### config.mk
export PLATFORM = sky130hd
export DESIGN_NAME = dense_seq_flat
export DESIGN_NICKNAME = d
export VERILOG_FILES = /design/src/rtl/dense_seq_pkg.sv /design/src/rtl/dense_seq_if.sv /design/src/rtl/dense_seq_timer.sv /design/src/rtl/dense_seq.sv /design/src/flat_wrapper.sv
export SDC_FILE = /design/constraint.sdc
export NUM_CORES = 1
export LEC_CHECK = 0
export ABC_AREA = 0
export BUFFER_PORTS_ARGS = -buffer_cell sky130_fd_sc_hd__buf_2
export CAP_MARGIN = 0
export CORE_MARGIN = 4
export CORE_UTILIZATION = 48
export CTS_CLUSTER_SIZE = 20
export DETAILED_ROUTE_END_ITERATION = 16
export PLACE_DENSITY = 0.91
export SLEW_MARGIN = 10
export SYNTH_ARGS = -nofsm -noshare
export SYNTH_HDL_FRONTEND = slang
export SYNTH_SLANG_ARGS = --single-unit
### constraint.sdc
create_clock -name clk -period 2.24 [get_ports clk]
set_clock_uncertainty 0.1 [all_clocks]
set_input_delay 0 -clock clk [delete_from_list [all_inputs] [get_ports clk]]
set_output_delay 0 -clock clk [all_outputs]
set_load 0.05 [all_outputs]
### src/rtl/dense_seq_pkg.sv
// Shared definitions for the dense-layer sequencer: FSM states and the fixed layer table.
// Layer 1 weights start after layer 0's 200x64 weights plus 64 biases.
package dense_pkg;

    typedef enum logic [2:0] {
        ST_IDLE,
        ST_CFG,
        ST_LAUNCH,
        ST_WAIT_ACK,
        ST_RUN,
        ST_SWAP,
        ST_DONE,
        ST_ERR
    } state_e;

    localparam int NUM_LAYERS = 2;

    localparam int LAYER_IN    [NUM_LAYERS] = '{200, 64};
    localparam int LAYER_OUT   [NUM_LAYERS] = '{64, 10};
    localparam int LAYER_WBASE [NUM_LAYERS] = '{0, 12864};
    localparam bit LAYER_RELU  [NUM_LAYERS] = '{1'b1, 1'b0};

endpackage

### src/rtl/dense_seq_if.sv
// Launch/config bundle between the layer sequencer (master) and the dense engine (slave).
// engBusy is the engine's only return signal; everything else is held by the sequencer.
interface dense_seq_if #(
    parameter int CNT_W  = 10,
    parameter int ADDR_W = 15
);
    logic              engStart;
    logic              engBusy;
    logic [CNT_W-1:0]  engInSize;
    logic [CNT_W-1:0]  engOutSize;
    logic [ADDR_W-1:0] engWBase;
    logic              engRelu;
    logic              engBufSel;

    modport master (
        output engStart, engInSize, engOutSize, engWBase, engRelu, engBufSel,
        input  engBusy
    );

    modport slave (
        input  engStart, engInSize, engOutSize, engWBase, engRelu, engBufSel,
        output engBusy
    );
endinterface

### src/rtl/dense_seq_timer.sv
// Loadable up-counter for the engine acknowledge timeout; term flags the LIMIT-th counted cycle.
// One-cycle latency from ld/inc to cnt; saturates at LIMIT, no backpressure.
module dense_seq_timer #(
    parameter  int LIMIT = 4,
    localparam int W     = $clog2(LIMIT + 1)
) (
    input  logic         clk,
    input  logic         rst,
    input  logic         ld,
    input  logic [W-1:0] ld_val,
    input  logic         inc,
    output logic         term
);
    logic [W-1:0] cnt_q, cnt_d;

    always_comb begin
        cnt_d = cnt_q;
        if (ld) begin
            cnt_d = ld_val;
        end else if (inc && (cnt_q != W'(LIMIT))) begin
            cnt_d = cnt_q + 1'b1;
        end
    end

    always_ff @(posedge clk or negedge rst) begin
        if (!rst) begin
            cnt_q <= '0;
        end else begin
            cnt_q <= cnt_d;
        end
    end

    // This cycle's increment is the one that reaches LIMIT.
    assign term = (cnt_q == W'(LIMIT - 1));

endmodule

### src/rtl/dense_seq.sv
// Runs the classifier head one dense layer at a time: configure, launch, wait, swap buffers.
// start->engStart is 2 cycles; 4 cycles of overhead per layer plus 1 for DONE; start ignored while busy.
module dense_seq #(
    parameter  int NUM_LAYERS = dense_pkg::NUM_LAYERS,
    parameter  int CNT_W      = 10,
    parameter  int ADDR_W     = 15,
    parameter  int ACK_TO     = 4,
    localparam int LIDX_W     = (NUM_LAYERS > 1) ? $clog2(NUM_LAYERS) : 1
) (
    input  logic              clk,
    input  logic              rst,
    input  logic              start,
    input  logic              clrErr,
    dense_seq_if.master       eng,
    output logic [LIDX_W-1:0] layerIdx,
    output logic              busy,
    output logic              done,
    output logic              err
);
    import dense_pkg::*;

    state_e             state_q, state_d;
    logic [LIDX_W-1:0]  layer_idx_q, layer_idx_d;
    logic               buf_sel_q, buf_sel_d;
    logic [CNT_W-1:0]   in_size_q, in_size_d;
    logic [CNT_W-1:0]   out_size_q, out_size_d;
    logic [ADDR_W-1:0]  wbase_q, wbase_d;
    logic               relu_q, relu_d;
    logic               tmr_ld;
    logic               tmr_inc;
    logic               tmr_term;

    dense_seq_timer #(.LIMIT(ACK_TO)) u_timer (
        .clk    (clk),
        .rst    (rst),
        .ld     (tmr_ld),
        .ld_val ('0),
        .inc    (tmr_inc),
        .term   (tmr_term)
    );

    always_comb begin
        state_d     = state_q;
        layer_idx_d = layer_idx_q;
        buf_sel_d   = buf_sel_q;
        in_size_d   = in_size_q;
        out_size_d  = out_size_q;
        wbase_d     = wbase_q;
        relu_d      = relu_q;
        tmr_ld      = 1'b0;
        tmr_inc     = 1'b0;

        case (state_q)
            ST_IDLE: begin
                if (start) begin
                    layer_idx_d = '0;
                    buf_sel_d   = 1'b0;
                    state_d     = ST_CFG;
                end
            end
            ST_CFG: begin
                in_size_d  = CNT_W'(LAYER_IN[layer_idx_q]);
                out_size_d = CNT_W'(LAYER_OUT[layer_idx_q]);
                wbase_d    = ADDR_W'(LAYER_WBASE[layer_idx_q]);
                relu_d     = LAYER_RELU[layer_idx_q];
                state_d    = ST_LAUNCH;
            end
            ST_LAUNCH: begin
                tmr_ld  = 1'b1;
                state_d = ST_WAIT_ACK;
            end
            ST_WAIT_ACK: begin
                // An acknowledge on the last allowed cycle still wins over the timeout.
                if (eng.engBusy) begin
                    state_d = ST_RUN;
                end else begin
                    tmr_inc = 1'b1;
                    if (tmr_term) begin
                        state_d = ST_ERR;
                    end
                end
            end
            ST_RUN: begin
                if (!eng.engBusy) begin
                    state_d = ST_SWAP;
                end
            end
            ST_SWAP: begin
                buf_sel_d = ~buf_sel_q;
                if (layer_idx_q == LIDX_W'(NUM_LAYERS - 1)) begin
                    state_d = ST_DONE;
                end else begin
                    layer_idx_d = layer_idx_q + 1'b1;
                    state_d     = ST_CFG;
                end
            end
            ST_DONE: begin
                state_d = ST_IDLE;
            end
            ST_ERR: begin
                if (clrErr) begin
                    state_d = ST_IDLE;
                end
            end
            default: begin
                state_d = ST_IDLE;
            end
        endcase
    end

    always_ff @(posedge clk or negedge rst) begin
        if (!rst) begin
            state_q     <= ST_IDLE;
            layer_idx_q <= '0;
            buf_sel_q   <= 1'b0;
            in_size_q   <= '0;
            out_size_q  <= '0;
            wbase_q     <= '0;
            relu_q      <= 1'b0;
        end else begin
            state_q     <= state_d;
            layer_idx_q <= layer_idx_d;
            buf_sel_q   <= buf_sel_d;
            in_size_q   <= in_size_d;
            out_size_q  <= out_size_d;
            wbase_q     <= wbase_d;
            relu_q      <= relu_d;
        end
    end

    assign eng.engStart   = (state_q == ST_LAUNCH);
    assign eng.engInSize  = in_size_q;
    assign eng.engOutSize = out_size_q;
    assign eng.engWBase   = wbase_q;
    assign eng.engRelu    = relu_q;
    assign eng.engBufSel  = buf_sel_q;
    assign layerIdx       = layer_idx_q;
    assign busy           = (state_q != ST_IDLE) && (state_q != ST_ERR);
    assign done           = (state_q == ST_DONE);
    assign err            = (state_q == ST_ERR);

endmodule

### src/flat_wrapper.sv
// flat-port wrapper written by rule: the top's interface ports become plain ports
module dense_seq_flat import dense_pkg::*;
#(
    parameter  int NUM_LAYERS = dense_pkg::NUM_LAYERS,
    parameter  int CNT_W      = 10,
    parameter  int ADDR_W     = 15,
    parameter  int ACK_TO     = 4,
    localparam int LIDX_W     = (NUM_LAYERS > 1) ? $clog2(NUM_LAYERS) : 1
)
  (clk, rst, start, clrErr, layerIdx, busy, done, err, eng_engStart, eng_engInSize, eng_engOutSize, eng_engWBase, eng_engRelu, eng_engBufSel, eng_engBusy);
  dense_seq_if #(.CNT_W(CNT_W), .ADDR_W(ADDR_W)) eng_i ();
  input  logic clk;
  input  logic rst;
  input  logic start;
  input  logic clrErr;
  output logic [LIDX_W-1:0] layerIdx;
  output logic busy;
  output logic done;
  output logic err;
  output wire logic [$bits(eng_i.engStart)-1:0] eng_engStart;
  output wire logic [$bits(eng_i.engInSize)-1:0] eng_engInSize;
  output wire logic [$bits(eng_i.engOutSize)-1:0] eng_engOutSize;
  output wire logic [$bits(eng_i.engWBase)-1:0] eng_engWBase;
  output wire logic [$bits(eng_i.engRelu)-1:0] eng_engRelu;
  output wire logic [$bits(eng_i.engBufSel)-1:0] eng_engBufSel;
  input wire logic [$bits(eng_i.engBusy)-1:0] eng_engBusy;
  assign eng_engStart = eng_i.engStart;
  assign eng_engInSize = eng_i.engInSize;
  assign eng_engOutSize = eng_i.engOutSize;
  assign eng_engWBase = eng_i.engWBase;
  assign eng_engRelu = eng_i.engRelu;
  assign eng_engBufSel = eng_i.engBufSel;
  assign eng_i.engBusy = eng_engBusy;
  dense_seq #(.NUM_LAYERS(NUM_LAYERS), .CNT_W(CNT_W), .ADDR_W(ADDR_W), .ACK_TO(ACK_TO)) u_core (.clk(clk), .rst(rst), .start(start), .clrErr(clrErr), .eng(eng_i), .layerIdx(layerIdx), .busy(busy), .done(done), .err(err));
endmodule
==> summary.md <==
| Metric | Value |
|---|---|
| Status | `complete, no violations` |
| Number of port buffers | `21` |
| Total GRT Usage | `12.55%` |
| Die Span Y | `51.38 um` |
| Unique masters post-synth | `29` |
| Area of the die | `2640 um2` |
| Setup total negative slack | `0 ns` |
| Proportion of synthesized chip area in sequential cells | `30.47%` |
| Fraction of the mapped netlist area in simple logic gates | `13.43%` |
| Number of standard-cell rows in the floorplan | `15` |
| TritonCTS buffer count | `3` |
| Skew-Pair Late Insertion Delay | `0.26 ns` |
| Gate count after technology mapping | `105` |
| Total I/O pin count | `47` |
| Horizontal die dimension | `51.38 um` |
| Number of warnings reported in the yosys synthesis log | `0` |
| Dominant combinational cell family by area after synthesis | `buffers and inverters` |
| Proportion of synthesized area in mux cells | `0%` |
| Clock tree from TritonCTS | `built` |
| Clock buffer depth | `2` |
| Detailed-route wire length | `1681 um` |
| Global placer's final weighted congestion | `0.7447` |
| Via density | `4.671` |
| Diodes inserted | `0` |
| Total area of multi-input combinational cells | `412.9 um2` |
| Class of the most critical hold timing path | `in -> async` |
| Path type of the worst setup path | `reg -> out` |
| Post-Place Cells | `138` |
| Drt pass-1 iters | `4` |
| Count of H-tree levels built during CTS | `1` |
| Number of endpoints failing setup at the final stage | `0` |
| Maximum number of pins on one net before global-route repair | `18` |
| Area Growth Syn to Fin | `-1.385%` |
| Cell chain of the critical path | `inv_2 -> or3_1 -> inv_1 -> buf_2` |
| Violation count after the first detailed-routing iteration | `10` |
| FF/Latch Area | `275.3 um2` |
| Final period util | `81.74%` |
| Standard cell with the maximum stage delay on the critical path | `dfrtp_1` |
| HPWL after DPL | `1318 um` |
| Endpoint kind of the worst setup timing path | `output pin` |
| Number of endpoints with negative hold slack in the final report | `0` |
| Hold Buf Count CTS | `1` |
| Yosys reg bits | `11` |
| Wire length of the first global-routing pass | `2504 um` |
| Shortest period the worst path allows | `1.831 ns` |
| Number of pins exceeding their max-slew limit in the final report | `0` |
| Data required time of the critical path | `2.14 ns` |
| Avg Cell Area, Syn | `8.603 um2` |
| Total of cells resized after clock tree synthesis | `0` |
| Detailed-route wire length per cell | `11.76 um` |
| Number of nets with antenna violations after detailed routing | `0` |
| Count of unresolved DRC violations after routing | `0` |
| Sinks on Clock Net | `11` |
| Fillers | `177` |
| Area fraction in compound gates after synthesis | `17.73%` |
| CTS root buf | `clkbuf_4` |
| Maximum single-stage delay on the critical path | `0.52 ns` |
| Startpoint of the most critical setup path | `u_core.state_q[1]` |
| Net count reported at finish | `127` |
| Final non-filler cell total | `143` |
| CP Launch Type | `flip-flop` |
| Post-CTS setup-driven buffer insertion count | `0` |
| Crit path DAT | `1.73 ns` |
| Max-cap violation count | `0` |
| Core ar. | `1764 um2` |
| Clk pin slew, worst setup/hold paths | `0.08 ns` |
| Arithmetic-cell share of the synthesized area counting full adders, half adders and majority gates | `4.155%` |
| Initial Util | `51.21%` |
| Proportion of layout cells with a drive suffix above 1 | `26.27%` |
| Highest fanout seen on the critical path | `10` |
| Antenna violations before repair | `0` |
| Unrepaired setup endpoints after global routing | `no` |
| Maximum frequency from static timing analysis | `0.5461 GHz` |
| Aggregate global routing overflow | `0` |
| Total number of vias | `668` |
| Worst reg2reg path startpoint | `u_core.state_q[0]` |
| Total standard cell area after synthesis | `903.4 um2` |
| Xor/xnor share of the synthesized area | `0%` |
| Via count of the first global-routing pass | `582` |
## Yosys cell counts (all sizes together)
| library cell | n | share of area [%] |
|---|---|---|
| buf | 36 | 30 |
| dfrtp | 11 | 30 |
| o21ai | 11 | 6.1 |
| inv | 8 | 3.3 |
| a21oi | 6 | 3.3 |
| nand3 | 6 | 3.3 |
| nand2 | 4 | 1.7 |
| nor2 | 4 | 1.7 |
| ha | 3 | 4.2 |
| o211ai | 2 | 2.2 |
| a21o | 1 | 0.83 |
| a22oi | 1 | 0.83 |
| a31o | 1 | 1.9 |
| a31oi | 1 | 0.69 |
| and3 | 1 | 0.83 |
| clkbuf | 1 | 0.42 |
| conb | 1 | 0.42 |
| nand2b | 1 | 0.69 |
| nand4b | 1 | 0.97 |
| nand4bb | 1 | 1.8 |
| nor3 | 1 | 0.55 |
| o41ai | 1 | 1.8 |
| or3 | 1 | 0.69 |
| or4 | 1 | 1.2 |
## cells by family after synthesis
kind of cell               Yosys count
and+or+nand+nor                     21
adders and majority gates            3
buffers and inverters               45
other                                1
DFF                                 11
AOI/OAI and AO/OA                   24
## worst paths after layout
kind,to,slack (ns),depth (start not counted)
max reg2reg,u_core.state_q[1],0.52,4
min,u_core.eng.engBufSel,0.02,2
max,eng_engStart,0.41,4
min in group clk,u_core.state_q[0],0.03,3
min reg2reg,u_core.eng.engInSize[6],0.36,1
max in group asynchronous,u_core.state_q[2],1.80,2
## state kept, by name, indices dropped and copies added, names as in the netlist
register	cells
u_core.u_timer.cnt_q	3
u_core.state_q	3
u_core.eng.engBufSel	1
u_core.layerIdx	1
u_core.eng.engOutSize	1
u_core.eng.engInSize	2
## stage by stage
step / area, um2 / setup slack (ns) / hold slack (ns) / util, %
6_report: 890.9 / 0.4089 / 0.02120 / 50.50
5_1_grt: 890.9 / 0.2992 / 0.01633 / 50.50
4_1_cts: 890.9 / 0.4148 / 0.02003 / 50.50
3_5_place_dp: 854.6 / 0.5451 / -0.2146 / 48.44
3_3_place_gp: 854.6 / 0.6267 / -0.2195 / 48.44
2_1_floorplan: 993.5 / 0.3486 / -0.3956 / -
## layout make-up
cell class | count | share of cell area, %
clock buffer | 4 | 2.949
inverter | 8 | 3.371
tap | 25 | 3.511
sequential | 11 | 30.90
timing repair buffer | 22 | 12.92
multi-input combinational | 73 | 46.35
## metal layers
layer	vias to the layer above	routed length, um	part of all wire [%]	track usage, %
met5	-	0	0	0
met4	0	23	1.4	5.677
met3	2	172	10	2.624
met2	43	855	51	22.03
met1	302	630	37	14.39
li1	321	-	-	-
## cells in the final DEF, fill, tap and decap left out, types with 3 or more instances in the layout
master	instances
buf_2	21
ha_1	3
a21oi_1	6
dfrtp_1	11
inv_1	7
clkbuf_4	3
o21ai_0	9
conb_1	25
nand3_1	6
nand2_1	4
nor2_1	4
## worst max-delay path: cells and delay by family (launching register included)
family | cells | cell delay [ns]
buffers and inverters | 3 | 0.49
flip-flops | 1 | 0.52
AND/OR/NAND/NOR | 1 | 0.45
Power is left out: the tool's default activity adds up to more than one toggle a clock period on the data nets, which glitch-free logic cannot reach.
